$ cat src/rtl/bist_seq_ctrl.sv
// BIST sequencing controller: clear, pattern run, latency flush and signature
// compare for the radix-4 multiplier self-test, with start/done handshake.
module bist_seq_ctrl #(
    parameter int unsigned      PATTERNS = 256,
    parameter int unsigned      CUT_LAT  = 1,
    parameter int unsigned      SIG_W    = 8,
    parameter logic [SIG_W-1:0] GOLDEN   = SIG_W'(8'hDE)
) (
    input  logic             clk,
    input  logic             rst_n,
    input  logic             start,
    input  logic             abort,
    input  logic [SIG_W-1:0] sig_in,
    output logic             tpg_en,
    output logic             test_mode,
    output logic             cut_clr,
    output logic             ora_en,
    output logic             busy,
    output logic             done,
    output logic             pass,
    output logic [31:0]      result_word,
    output logic [15:0]      pat_count
);

    localparam int unsigned PAT_W = 16;
    localparam int unsigned CNT_W = 4;
    localparam int unsigned RES_W = 32;

    localparam logic [PAT_W-1:0] PAT_LAST   = PAT_W'(PATTERNS - 1);
    localparam logic [CNT_W-1:0] FLUSH_LAST = CNT_W'((CUT_LAT == 0) ? 0 : (CUT_LAT - 1));
    localparam logic [RES_W-1:0] WORD_PASS  = 32'h5041_5353;
    localparam logic [RES_W-1:0] WORD_FAIL  = 32'h4641_494C;

    typedef enum logic [2:0] {
        S_IDLE,
        S_CLEAR,
        S_RUN,
        S_FLUSH,
        S_COMPARE,
        S_DONE
    } state_t;

    state_t             r_state;
    state_t             w_state_nxt;
    logic               r_armed;
    logic               w_armed_nxt;
    logic [CNT_W-1:0]   r_flush_cnt;
    logic [CNT_W-1:0]   w_flush_nxt;
    logic               r_tpg_en;
    logic               r_test_mode;
    logic               r_cut_clr;
    logic               r_ora_en;
    logic               r_busy;
    logic               r_done;
    logic               r_pass;
    logic [RES_W-1:0]   r_result_word;
    logic [PAT_W-1:0]   r_pat_count;
    logic               w_tpg_nxt;
    logic               w_mode_nxt;
    logic               w_clr_nxt;
    logic               w_ora_nxt;
    logic               w_busy_nxt;
    logic               w_done_nxt;
    logic               w_pass_nxt;
    logic [RES_W-1:0]   w_word_nxt;
    logic [PAT_W-1:0]   w_pat_nxt;
    logic               w_launch;
    logic               w_abort_run;

    // State and registered outputs
    always_ff @(posedge clk or negedge rst_n) begin
        if (!rst_n) begin
            r_state       <= S_IDLE;
            r_armed       <= 1'b1;
            r_flush_cnt   <= '0;
            r_tpg_en      <= 1'b0;
            r_test_mode   <= 1'b0;
            r_cut_clr     <= 1'b0;
            r_ora_en      <= 1'b0;
            r_busy        <= 1'b0;
            r_done        <= 1'b0;
            r_pass        <= 1'b0;
            r_result_word <= '0;
            r_pat_count   <= '0;
        end else begin
            r_state       <= w_state_nxt;
            r_armed       <= w_armed_nxt;
            r_flush_cnt   <= w_flush_nxt;
            r_tpg_en      <= w_tpg_nxt;
            r_test_mode   <= w_mode_nxt;
            r_cut_clr     <= w_clr_nxt;
            r_ora_en      <= w_ora_nxt;
            r_busy        <= w_busy_nxt;
            r_done        <= w_done_nxt;
            r_pass        <= w_pass_nxt;
            r_result_word <= w_word_nxt;
            r_pat_count   <= w_pat_nxt;
        end
    end

    // Next state, then output values decoded from the state being entered
    always_comb begin
        w_state_nxt = r_state;
        w_armed_nxt = r_armed;
        w_flush_nxt = r_flush_cnt;
        w_tpg_nxt   = 1'b0;
        w_mode_nxt  = 1'b0;
        w_clr_nxt   = 1'b0;
        w_ora_nxt   = 1'b0;
        w_busy_nxt  = 1'b0;
        w_done_nxt  = r_done;
        w_pass_nxt  = r_pass;
        w_word_nxt  = r_result_word;
        w_pat_nxt   = r_pat_count;

        // abort blocks a launch even in IDLE/DONE where it is otherwise ignored
        w_launch    = start && r_armed && !abort;
        w_abort_run = abort && (r_state inside {S_CLEAR, S_RUN, S_FLUSH, S_COMPARE});

        if (!start) begin
            w_armed_nxt = 1'b1;
        end

        case (r_state)
            S_IDLE:    if (w_launch) w_state_nxt = S_CLEAR;
            S_CLEAR:   w_state_nxt = S_RUN;
            S_RUN: begin
                if (r_pat_count == PAT_LAST) begin
                    w_state_nxt = (CUT_LAT == 0) ? S_COMPARE : S_FLUSH;
                end
            end
            S_FLUSH:   if (r_flush_cnt == FLUSH_LAST) w_state_nxt = S_COMPARE;
            S_COMPARE: begin
                w_state_nxt = S_DONE;
                w_armed_nxt = 1'b0;
            end
            S_DONE:    if (w_launch) w_state_nxt = S_CLEAR;
            default:   w_state_nxt = S_IDLE;
        endcase

        if (w_abort_run) begin
            w_state_nxt = S_IDLE;
            w_armed_nxt = 1'b0;
        end

        case (w_state_nxt)
            S_CLEAR: begin
                w_clr_nxt   = 1'b1;
                w_mode_nxt  = 1'b1;
                w_busy_nxt  = 1'b1;
                w_pat_nxt   = '0;
                w_flush_nxt = '0;
                w_done_nxt  = 1'b0;
                w_pass_nxt  = 1'b0;
                w_word_nxt  = '0;
            end
            S_RUN: begin
                w_tpg_nxt  = 1'b1;
                w_ora_nxt  = 1'b1;
                w_mode_nxt = 1'b1;
                w_busy_nxt = 1'b1;
                if (r_state == S_RUN && r_pat_count != PAT_LAST) begin
                    w_pat_nxt = r_pat_count + PAT_W'(1);
                end
            end
            S_FLUSH: begin
                w_ora_nxt   = 1'b1;
                w_mode_nxt  = 1'b1;
                w_busy_nxt  = 1'b1;
                w_flush_nxt = (r_state == S_FLUSH) ? (r_flush_cnt + CNT_W'(1)) : '0;
            end
            S_COMPARE: begin
                w_mode_nxt = 1'b1;
                w_busy_nxt = 1'b1;
            end
            S_DONE: begin
                w_done_nxt = 1'b1;
                if (r_state == S_COMPARE) begin
                    w_pass_nxt = (sig_in == GOLDEN);
                    w_word_nxt = (sig_in == GOLDEN) ? WORD_PASS : WORD_FAIL;
                end
            end
            default: begin
                w_done_nxt = 1'b0;
                w_pass_nxt = 1'b0;
                w_word_nxt = '0;
            end
        endcase
    end

    assign tpg_en      = r_tpg_en;
    assign test_mode   = r_test_mode;
    assign cut_clr     = r_cut_clr;
    assign ora_en      = r_ora_en;
    assign busy        = r_busy;
    assign done        = r_done;
    assign pass        = r_pass;
    assign result_word = r_result_word;
    assign pat_count   = r_pat_count;

endmodule

$ cat config.mk
export PLATFORM = sky130hd
export DESIGN_NAME = bist_seq_ctrl
export DESIGN_NICKNAME = d
export VERILOG_FILES = /design/src/rtl/bist_seq_ctrl.sv
export SDC_FILE = /design/constraint.sdc
export NUM_CORES = 1
export LEC_CHECK = 0
export ABC_CLOCK_PERIOD_IN_PS = 2500
export BUFFER_PORTS_ARGS = -buffer_cell sky130_fd_sc_hd__buf_2
export CORE_ASPECT_RATIO = 1.1
export CORE_UTILIZATION = 50
export CTS_CLUSTER_SIZE = 12
export DETAILED_ROUTE_END_ITERATION = 8
export PLACE_DENSITY = 0.8
export SLEW_MARGIN = 40
export SYNTH_ARGS = -nofsm -noshare
export SYNTH_HDL_FRONTEND = slang
export SYNTH_SLANG_ARGS = --single-unit
$ cat constraint.sdc
create_clock -name clk -period 2.5 [get_ports clk]
set_input_delay 0.75 -clock clk [delete_from_list [all_inputs] [get_ports clk]]
set_output_delay 0.75 -clock clk [all_outputs]
set_load 0.005 [all_outputs]
; Yosys cells after proc, flatten, opt, wreduce, memory -nomap -nowiden
; Cells that the tools add are included.
[word_totals]
out_inout_bits = 55
elab_cells = 68
reg_bits = 62
input_bits = 12
[classes]
eq_ne = 16
bitwise_logic = 1
reduce_logical = 16
addsub = 2
n_mux = 22
[ops]
columns = op, count
row1 = $pmux W32 S2, 1
row2 = $mux W32, 1
row3 = $pmux W16 S2, 1
row4 = $mux W29, 1
row5 = $add A16 B1 Y16 const B, 1
row6 = $eq A16 B8 Y1 const B, 1
row7 = $mux W16, 1
row8 = $ne A16 B8 Y1 const B, 1
row9 = $pmux W3 S5, 1
row10 = $eq A3 B2 Y1 const B, 4
row11 = $eq A3 B3 Y1 const B, 4
row12 = $mux W3, 4
row13 = $eq A8 B8 Y1 const B, 1
row14 = $mux W1, 8
row15 = $pmux W4 S2, 1
row16 = $eq A3 B1 Y1 const B, 2
row17 = $add A4 B1 Y4 const B, 1
row18 = $logic_and A1 B1 Y1, 4
row19 = $logic_not A4 Y1, 1
row20 = $mux W4, 1
row21 = $ne A2 B2 Y1 const B, 2
row22 = $pmux W1 S2, 2
row23 = $reduce_and A2 Y1, 2
row24 = $reduce_bool A2 Y1, 2
row25 = 8 further kinds, 9

; Logic depth before layout (Yosys ltp)
; Gate-level depths: netlist of the first run.
[depth]
word_depth = 9
mapped_depth = 9
mapped_depth_nobuf = 8

; Worst setup path before layout of the first run
; Ideal clock, no wire load.
[synth_timing]
path_kind = input-to-reg
startpoint = in abort
endpoint = reg r_pat_count[11], in the netlist pat_count[11]
path_buffers = 1
cell_stages = 6
arrival_ps = 1822
path_slack_ps = 559
t_required_ps = 2381
cell_sequence = or4b_4 nor2_2 o21ai_4 nor2_8 buf_6 nor2_1
[synth_via]
elab_chain_len = 8
elab_cells_between_ends = 12
[synth_rtl]
columns = element, line
row1 = "start, declared", 12  ; input logic abort,
row2 = $logic_not A1 Y1, 117  ; w_launch = start && r_armed && !abort;
row3 = $logic_and A1 B1 Y1, 117
row4 = $mux W3, "125, 137"
row5 = $pmux W3 S5, 124  ; case (r_state)
row6 = $mux W3 (*), 141  ; if (w_abort_run) begin
row7 = $eq A3 B2 Y1 or $eq A3 B1 Y1 (tied branches), 146  ; case (w_state_nxt)
row8 = $ne A2 B2 Y1 (no line) or $reduce_bool A2 Y1 (tied branches), --
row9 = $reduce_and A2 Y1 (no line), --
row10 = "end signal, assigned", 97  ; r_pat_count <= w_pat_nxt;
row11 = "end, declared", 57  ; logic [PAT_W-1:0] r_pat_count;
; Every way passes the cells marked *; elsewhere a longest branch is shown, timed or not.
; A chain may end at the register's enable or synchronous reset.

; Worst setup path in the final report of the first run
[layout_timing]
startpoint = reg r_flush_cnt[0]
endpoint = reg r_pat_count[7], in the netlist pat_count[7]
[layout_via]
elab_chain_len = 7
elab_cells_between_ends = 10
[layout_rtl]
columns = element, line
row1 = "start, declared", 47  ; logic [CNT_W-1:0] r_flush_cnt;
row2 = "start signal, assigned", 88  ; r_flush_cnt <= w_flush_nxt;
row3 = $logic_not A4 Y1 (*), 132  ; S_FLUSH: if (r_flush_cnt == FLUSH_LAST) w_state_nxt = S_COMPARE;
row4 = $mux W3 (*), 132
row5 = $pmux W3 S5 (*), 124
row6 = $mux W3 (*), 141
row7 = net w_state_nxt[1], 44  ; state_t w_state_nxt;
row8 = $eq A3 B2 Y1 or $eq A3 B1 Y1 (tied branches), 146
row9 = $ne A2 B2 Y1 (no line) or $reduce_bool A2 Y1 (tied branches), --
row10 = $reduce_and A2 Y1 (no line), --
; Mark *: on every way through the listed nets, which the timed path passes. The rest lies on a longest branch.

==> results of run 1 <==
==> cells by family (layout without fill, tap and decap cells) <==
kind of cell | Yosys count | after routing | synth area share (%)
and+or+nand+nor | 89 | 89 | 26.4
xor gates and xnor gates | 12 | 12 | 5.31
buffers and inverters | 45 | 68 | 15.4
other | 1 | 15 | 0.189
DFF | 32 | 32 | 40.5
adders and majority gates | 3 | 3 | 1.90
AOI/OAI and AO/OA | 29 | 29 | 10.3
==> final timing paths <==
path / start / endpoint / slack, ps / cells after the start
max: r_flush_cnt[0] / pat_count[7] / 400 / 9
min: r_armed / r_armed / 480 / 2
max reg2reg: r_flush_cnt[0] / pat_count[7] / 400 / 9
min reg2reg: r_armed / r_armed / 480 / 2
max in group asynchronous: rst_n / busy / 1550 / 1
min in group asynchronous: rst_n / pat_count[6] / 490 / 1
==> layer usage <==
metal  wire [um]  vias to the layer above  share of wire [%]
met3         160                        4                4.5
met1        1630                      716                 46
met2        1740                       42                 49
li1            -                      747                  -
met5           0                        -                  0
met4          45                        0                1.3
==> cell type report <==
class,count,area (sq um)
clock buffers,6,72.6
clock inverters,2,35.0
fillers,315,1520
inverters,8,30.0
multi-input cells,148,925
flip-flops and latches,32,802
well taps,50,62.6
repair buffers,52,263
==> cell usage in the layout (no fill, tap or decap), drive strengths merged, types with 6 or more instances in the layout <==
cell type,count
nand2,14
o21ai,13
nor2,31
dfrtp,31
buf,52
nand4,7
xnor2,7
conb,15
inv,8
clkbuf,6
==> state kept, by name (all words and copies together) (netlist names) <==
register     cells
busy             1
cut_clr          1
done             1
ora_en           1
pass             1
pat_count       16
r_armed          1
r_flush_cnt      4
r_state          3
result_word      2
tpg_en           1
==> power groups by stage <==
stage	logic, mW	registers (mW)	clock network (mW)
floorplan	0.203	0.610	0
CTS	0.240	0.616	0.493
global placement	0.236	0.625	0
global route	0.269	0.626	0.519
finish	0.238	0.617	0.481
detailed placement	0.240	0.625	0
==> worst reg2reg max path: cells and delay by family, from the launching register on <==
kind                     cells  cell delay (ps)
buffers and inverters        2              240
flip-flops                   1              440
adder cells (fa/ha/maj)      1              150
AND/OR/NAND/NOR              4              890
AO/OA/AOI/OAI                2              250
==> flow_summary.toml, run 1 <==
[status]
run_status = "finished clean"

[timing]
setup_viol = 0
period_needed_ps = 2100
drv_slew = 0
worst_hold_slack_ps = 485
timing.final.crit_share_pct = 84.0
setup_slack_ps = 400
hold_violations = 0
fmax_mhz = 476
worst_pin_slew_ps = 678
max_slew_margin_pct = 54.8
tns_ps = 0
rsz0062_at_grt = "no"
skew_ps = 6.46

[place]
pre_cts_slack_ps = 253
place.gp.congestion = 0.816
placed_area_sq_mm = 0.00208
dp_hpwl_um = 2620
place.port_buffers = 51
dpl.cell_count = 290

[die]
dieHeight_um = 68.0
die_x_um = 62.0
rows = 23
die_area_sq_mm = 0.00421
initial_core_util_pct = 53.3
pin_count = 67
core_sq_mm = 0.00371

[clock_network]
cts_buffer_depth = 2
post_cts_resized = 0
root_buffer = "clkbuf_8"
htree_levels = 2
clk_latency_ps = 280
clk_pin_slew_ps = 70
cts_tree = "built"
cts-hold-fix-buffers = 0
clock_sinks = 32
cts_buffers = 5
post_cts_buffers = 0

[grt]
antenna_found_initial = 0
grt.busiest_layer = "met2"
grt_overflow = 0
grt_max_degree = 33
grt_pass1_vias = 1259
grt_use_total_pct = 18.7
grt_pass1_wl_um = 5690
met3_usage_pct = 6.24
use_met2_pct = 29.0
met1_usage_pct = 24.4

[critical_path]
worst_path_largest_cell_delay_ps = 440
path_cells = "inv_1, ha_1, or3b_4, nor2_1, nor4_4, nor3b_1, buf_4, a31oi_1, o21ai_0"
arrival_ps = 2260
path_buf_inv = 2
critical_path_class = "reg -> reg"
required_ps = 2660
cpLargestDelayFamily = "simple AND/OR/NAND/NOR gates"
critPathSlowestCell = "dfrtp_1"
start_kind = "register"
critPathCaptureType = "register"
crit_fanout = 6

[power]
comb_power_share_pct = 17.8
vdd_drop_max_mv = 0.379
internal_power_uw = 963
p_sw_share_pct = 27.9
total_power_mw = 1.34
p_leak_nw = 1.10
power_per_cell_area_mw_per_mm2 = 610
p_switching_uw = 372
seqPwrFrac_pct = 46.2
p_clk_share_pct = 36.0

[worst_hold_path]
hold_path_class = "reg -> reg"

[yosys]
synth_area_sq_mm = 0.00198
yosysMostFrequentCell = "buf_4"
ys_warn_count = 0
ys_seq_area_share_pct = 40.5
async_flop_share_pct = 100
syn_area_per_cell_sq_um = 9.38
synth_cells = 211
ys_top_cells_by_count = "34 x buf_4, 31 x dfrtp_1, 28 x nor2_1"
synth_edf_count = 0
ys_top_cells_by_area = "dfrtp_1 39%, buf_4 13%, nor2_1 5.3%, xnor2_1 3.1%, nand2_1 2.7%"
synth_top_area_share_pct = 39.2
synth_top_cell_by_area = "dfrtp_1"
ys.flop_type = "dfrtp_1"
yosysUniqueCellTypes = 49
ys_ff_latch = 32

[drt]
drtPass1Iterations = 4
routed-via-count = 1509
routed_via_density = 5.06
ant_nets = 0
wl_per_cell_um = 12.0
drc = 0
totalWireLength_um = 3570
first_iter_violations = 61

[finish]
fin_area_sq_mm = 0.00219
drive_gt1_share_pct = 29.8
postLayoutCoreUtil_pct = 59.0
syn2layout_area_growth_pct = 10.6
fin_cells = 298
fin_nets = 262
diodes = 0

[flow_run]
drv_cap = 0
(Power assumes the default switching activity.)
==> run 2: changes to the inputs <==
- ABC_CLOCK_PERIOD_IN_PS: 2500 -> 2050
- clock period: 2.5 -> 2.05 ns (I/O delays scaled with it)
==> flow_summary.toml, run 2 (synthesis results as in run 1) <==
[clock_network]
cts_buffers = 5
cts_tree = "built"
cts_buffer_depth = 2
clk_pin_slew_ps = 70
clk_latency_ps = 290
htree_levels = 2
root_buffer = "clkbuf_8"
clock_sinks = 32

[timing]
rsz0062_at_grt = "yes"
worst_hold_slack_ps = 363
period_needed_ps = 1950
hold_violations = 0
setup_viol = 0
skew_ps = 6.98
fmax_mhz = 514
setup_slack_ps = 105
drv_slew = 0
worst_pin_slew_ps = 694
tns_ps = 0
max_slew_margin_pct = 53.7
timing.final.crit_share_pct = 94.9

[critical_path]
critPathCaptureType = "register"
start_kind = "register"
r2r_slack_ps = 100
critPathSlowestCell = "or3b_4"
r2r-start = "r_flush_cnt[0]"
critical_path_class = "reg -> reg"
arrival_ps = 2100
worstRegToRegCells = 9
path_cells = "inv_1, ha_1, or3b_4, nor2_2, nor4_4, nor3b_1, buf_4, a31oi_1, o21ai_0"
worst_path_largest_cell_delay_ps = 420
crit_fanout = 3
reg2reg_to = "pat_count[7]"
required_ps = 2210

[power]
p_switching_uw = 476
power_per_cell_area_mw_per_mm2 = 692
internal_power_mw = 1.11
p_sw_share_pct = 30.0
seqPwrFrac_pct = 46.6
comb_power_share_pct = 22.2
p_clk_share_pct = 31.2
p_leak_nw = 1.16
total_power_mw = 1.59
vdd_drop_max_mv = 0.540

[drt]
routed_via_density = 5.14
totalWireLength_um = 3920
routed-via-count = 1600
ant_nets = 0
first_iter_violations = 84
drtPass1Iterations = 4
wl_per_cell_um = 12.6
drc = 0

[die]
die_x_um = 62.0
core_sq_mm = 0.00371
initial_core_util_pct = 53.3
dieHeight_um = 68.0
die_area_sq_mm = 0.00421
rows = 23
pin_count = 67

[place]
dp_hpwl_um = 2880
pre_cts_slack_ps = -44.8
place.gp.congestion = 0.873
placed_area_sq_mm = 0.00216
dpl.cell_count = 301
place.port_buffers = 51

[finish]
drive_gt1_share_pct = 34.5
final_common_cell = "buf_2"
layout_common_cells = "51 x buf_2, 31 x dfrtp_1, 27 x nor2_1"
largest_reg_flops = 16
syn2layout_area_growth_pct = 15.9
postLayoutCoreUtil_pct = 61.8
diodes = 0
fin_nets = 275
fin_cells = 311
fin_area_sq_mm = 0.00229

[grt]
antenna_found_initial = 0
grt_use_total_pct = 20.8
use_met2_pct = 32.8
grt_max_degree = 33
grt.busiest_layer = "met2"
met3_usage_pct = 3.97
met1_usage_pct = 26.2
grt_overflow = 0
grt_pass1_vias = 1392
grt_pass1_wl_um = 6260

[flow_run]
drv_cap = 0

[worst_hold_path]
hold_path_class = "in -> async"

[status]
run_status = "finished clean"
run 2: changes by cell type in the layout (fill, tap and decap cells not counted), sizes merged:
cell,before,now
bufinv,1,0
buf,52,65
clkinv,1,2
run 2: layout make-up:
class	instances	area, sq um
fillers	290	1420
multi-input cells	148	933
repair buffers	65	373
clock inverters	2	10.0
clock buffers	6	82.6
flip-flops and latches	32	802
well taps	50	62.6
inverters	8	30.0
run 2: worst max-delay path by stage:
stage,start,to,slack (ps),cells after the start
detailed placement,abort,pat_count[7],-40,6
CTS,r_flush_cnt[1],pat_count[3],50,8
finish,r_flush_cnt[0],pat_count[7],100,9
global placement,abort,pat_count[7],30,6
floorplan,r_flush_cnt[0],pat_count[3],220,8
global route,pat_count[0],r_flush_cnt[3],-10,8
run 2: power by group through the flow:
stage / clock [mW] / combinational, mW / sequential (mW)
finish: 0.495 / 0.353 / 0.740
detailed placement: 0 / 0.335 / 0.751
floorplan: 0 / 0.248 / 0.744
global placement: 0 / 0.324 / 0.747
CTS: 0.502 / 0.336 / 0.740
global route: 0.538 / 0.396 / 0.750
run 2: per-layer routing:
layer | routed length (um) | part of all wire, %
met4 | 66 | 1.7
met5 | 0 | 0
met2 | 1920 | 49
met3 | 200 | 5.1
met1 | 1730 | 44
run 2: critical path: cells and delay by family, from the launching register on:
family          cells  cell delay [ps]
flops               1              370
compound gates      2              250
fa+ha+maj           1              170
simple gates        4              810
buf+inv             2              210
run 2: timing repair:
item / CTS / global route
hold buffers: 0 / 0
setup endpoints to repair: 0 / 3
buffers inserted: 0 / 2
gates resized for setup: 0 / 2
==> run 3: changes to the inputs <==
- CELL_PAD_IN_SITES_DETAIL_PLACEMENT: default -> 1
- CELL_PAD_IN_SITES_GLOBAL_PLACEMENT: default -> 1
- CORE_UTILIZATION: 50 -> 37
==> flow_summary.toml, run 3 (synthesis results as in run 1) <==
[die]
die_x_um = 71.7
initial_core_util_pct = 39.1
dieHeight_um = 78.7
pin_count = 67
core_sq_mm = 0.00507
rows = 27
die_area_sq_mm = 0.00565

[critical_path]
critical_path_class = "reg -> reg"
start_kind = "register"
arrival_ps = 2220
worst_path_largest_cell_delay_ps = 400
crit_fanout = 8
critPathCaptureType = "register"
required_ps = 2220
r2r-start = "pat_count[9]"
cp-startpoint = "pat_count[9]"
path_cells = "nor4_1, nand4_1, nor2_2, o21ai_4, buf_4, nor2_4, nor2_1"
critPathSlowestCell = "nor4_1"

[clock_network]
clk_latency_ps = 290
cts-hold-fix-buffers = 0
htree_levels = 2
cts_tree = "built"
cts_buffers = 5
cts_buffer_depth = 2
clk_pin_slew_ps = 70
clock_sinks = 32
root_buffer = "clkbuf_8"

[place]
pre_cts_slack_ps = -46.7
placed_area_sq_mm = 0.00222
dp_hpwl_um = 3590
place.gp.congestion = 0.831
place.port_buffers = 51

[drt]
totalWireLength_um = 5140
routed-via-count = 1669
wl_per_cell_um = 15.6
routed_via_density = 5.07
ant_nets = 0
first_iter_violations = 79
drtPass1Iterations = 4
drc = 0

[power]
vdd_drop_max_mv = 0.309
power_per_cell_area_mw_per_mm2 = 670
p_leak_nw = 1.21

[finish]
fin_area_sq_mm = 0.00241
syn2layout_area_growth_pct = 21.7
largest_reg_flops = 16
layout_common_cells = "51 x buf_2, 30 x dfrtp_1, 26 x nor2_1"
diodes = 0
final_common_cell = "buf_2"
drive_gt1_share_pct = 38.0
fin_nets = 286
fillerInstances = 633

[timing]
timing.final.crit_share_pct = 99.9
period_needed_ps = 2050
worst_hold_slack_ps = 263
hold_violations = 0
tns_ps = 0
worst_pin_slew_ps = 763
skew_ps = 6.12
drv_slew = 0
max_slew_margin_pct = 49.0
fmax_mhz = 488
setup_slack_ps = 1.37
setup_viol = 0

[grt]
grt_use_total_pct = 18.5
grt_max_degree = 33
antenna_found_initial = 0
grt_overflow = 0
grt_pass1_wl_um = 8060
grt_pass1_vias = 1698

[worst_hold_path]
hold_path_class = "in -> async"

[status]
run_status = "finished clean"

[flow_run]
drv_cap = 0
-- run 3: cell types whose count changed in the layout (fill, tap and decap cells not counted), sizes merged --
cell | previous run | this run
clkinv | 2 | 1
nor2 | 31 | 33
buf | 65 | 74
-- run 3: repair_timing --
item	4_1_cts	5_1_grt
gates resized for setup	2	7
setup buffers	0	4
hold endpoints to repair	0	0
endpoints found under the setup margin	1	3
pin swaps	0	6
cloned	0	2
-- run 3: through the flow --
step / cells / utilization, % / total power [mW]
CTS: 322 / 45.5 / 1.57
global placement: 315 / 43.8 / 1.09
detailed placement: 315 / 43.8 / 1.11
finish: 329 / 47.6 / 1.61
global route: 329 / 47.6 / 1.70
floorplan: 225 / - / 0.992
-- run 3: routing by layer --
layer  track usage [%]  vias to the layer above  share of wire (%)
met5                 0                        -                  0
met4              8.04                        0                3.2
met3              3.81                       12                3.6
met2              31.5                       52                 51
met1              22.5                      814                 42
li1                  -                      791                  -
-- run 3: path summary, 6_finish.rpt --
check | to | slack [ps] | depth (start not counted)
setup / recovery | pat_count[14] | 1 | 7
max in group asynchronous | r_armed | 1280 | 2
min in group clk | r_armed | 490 | 2
hold / removal | pat_count[6] | 260 | 1
setup reg to reg | pat_count[14] | 1 | 7
hold reg to reg | r_armed | 490 | 2
-- run 3: area by class of cell --
type / instances / area, sq um / area share, %
multi-input cells: 150 / 975 / 40.4
flip-flops and latches: 32 / 803 / 33.3
repair buffers: 74 / 452 / 18.7
clock buffers: 6 / 72.6 / 3.01
well taps: 58 / 72.6 / 3.01
inverters: 8 / 30.0 / 1.25
clock inverters: 1 / 5.00 / 0.208
-- run 3: power by group --
part           total, mW  switching, mW  leakage (nW)  internal, mW
Combinational      0.399          0.224         0.730         0.175
Sequential         0.748         0.0561         0.437         0.692
Clock              0.467          0.237        0.0410         0.231
-- run 3: worst max-delay path: cells and delay by family, from the launching register on --
kind,cells,cell delay (ps)
AND/OR/NAND/NOR,5,1270
buffers and inverters,1,170
flip-flops,1,390
AO/OA/AOI/OAI,1,100
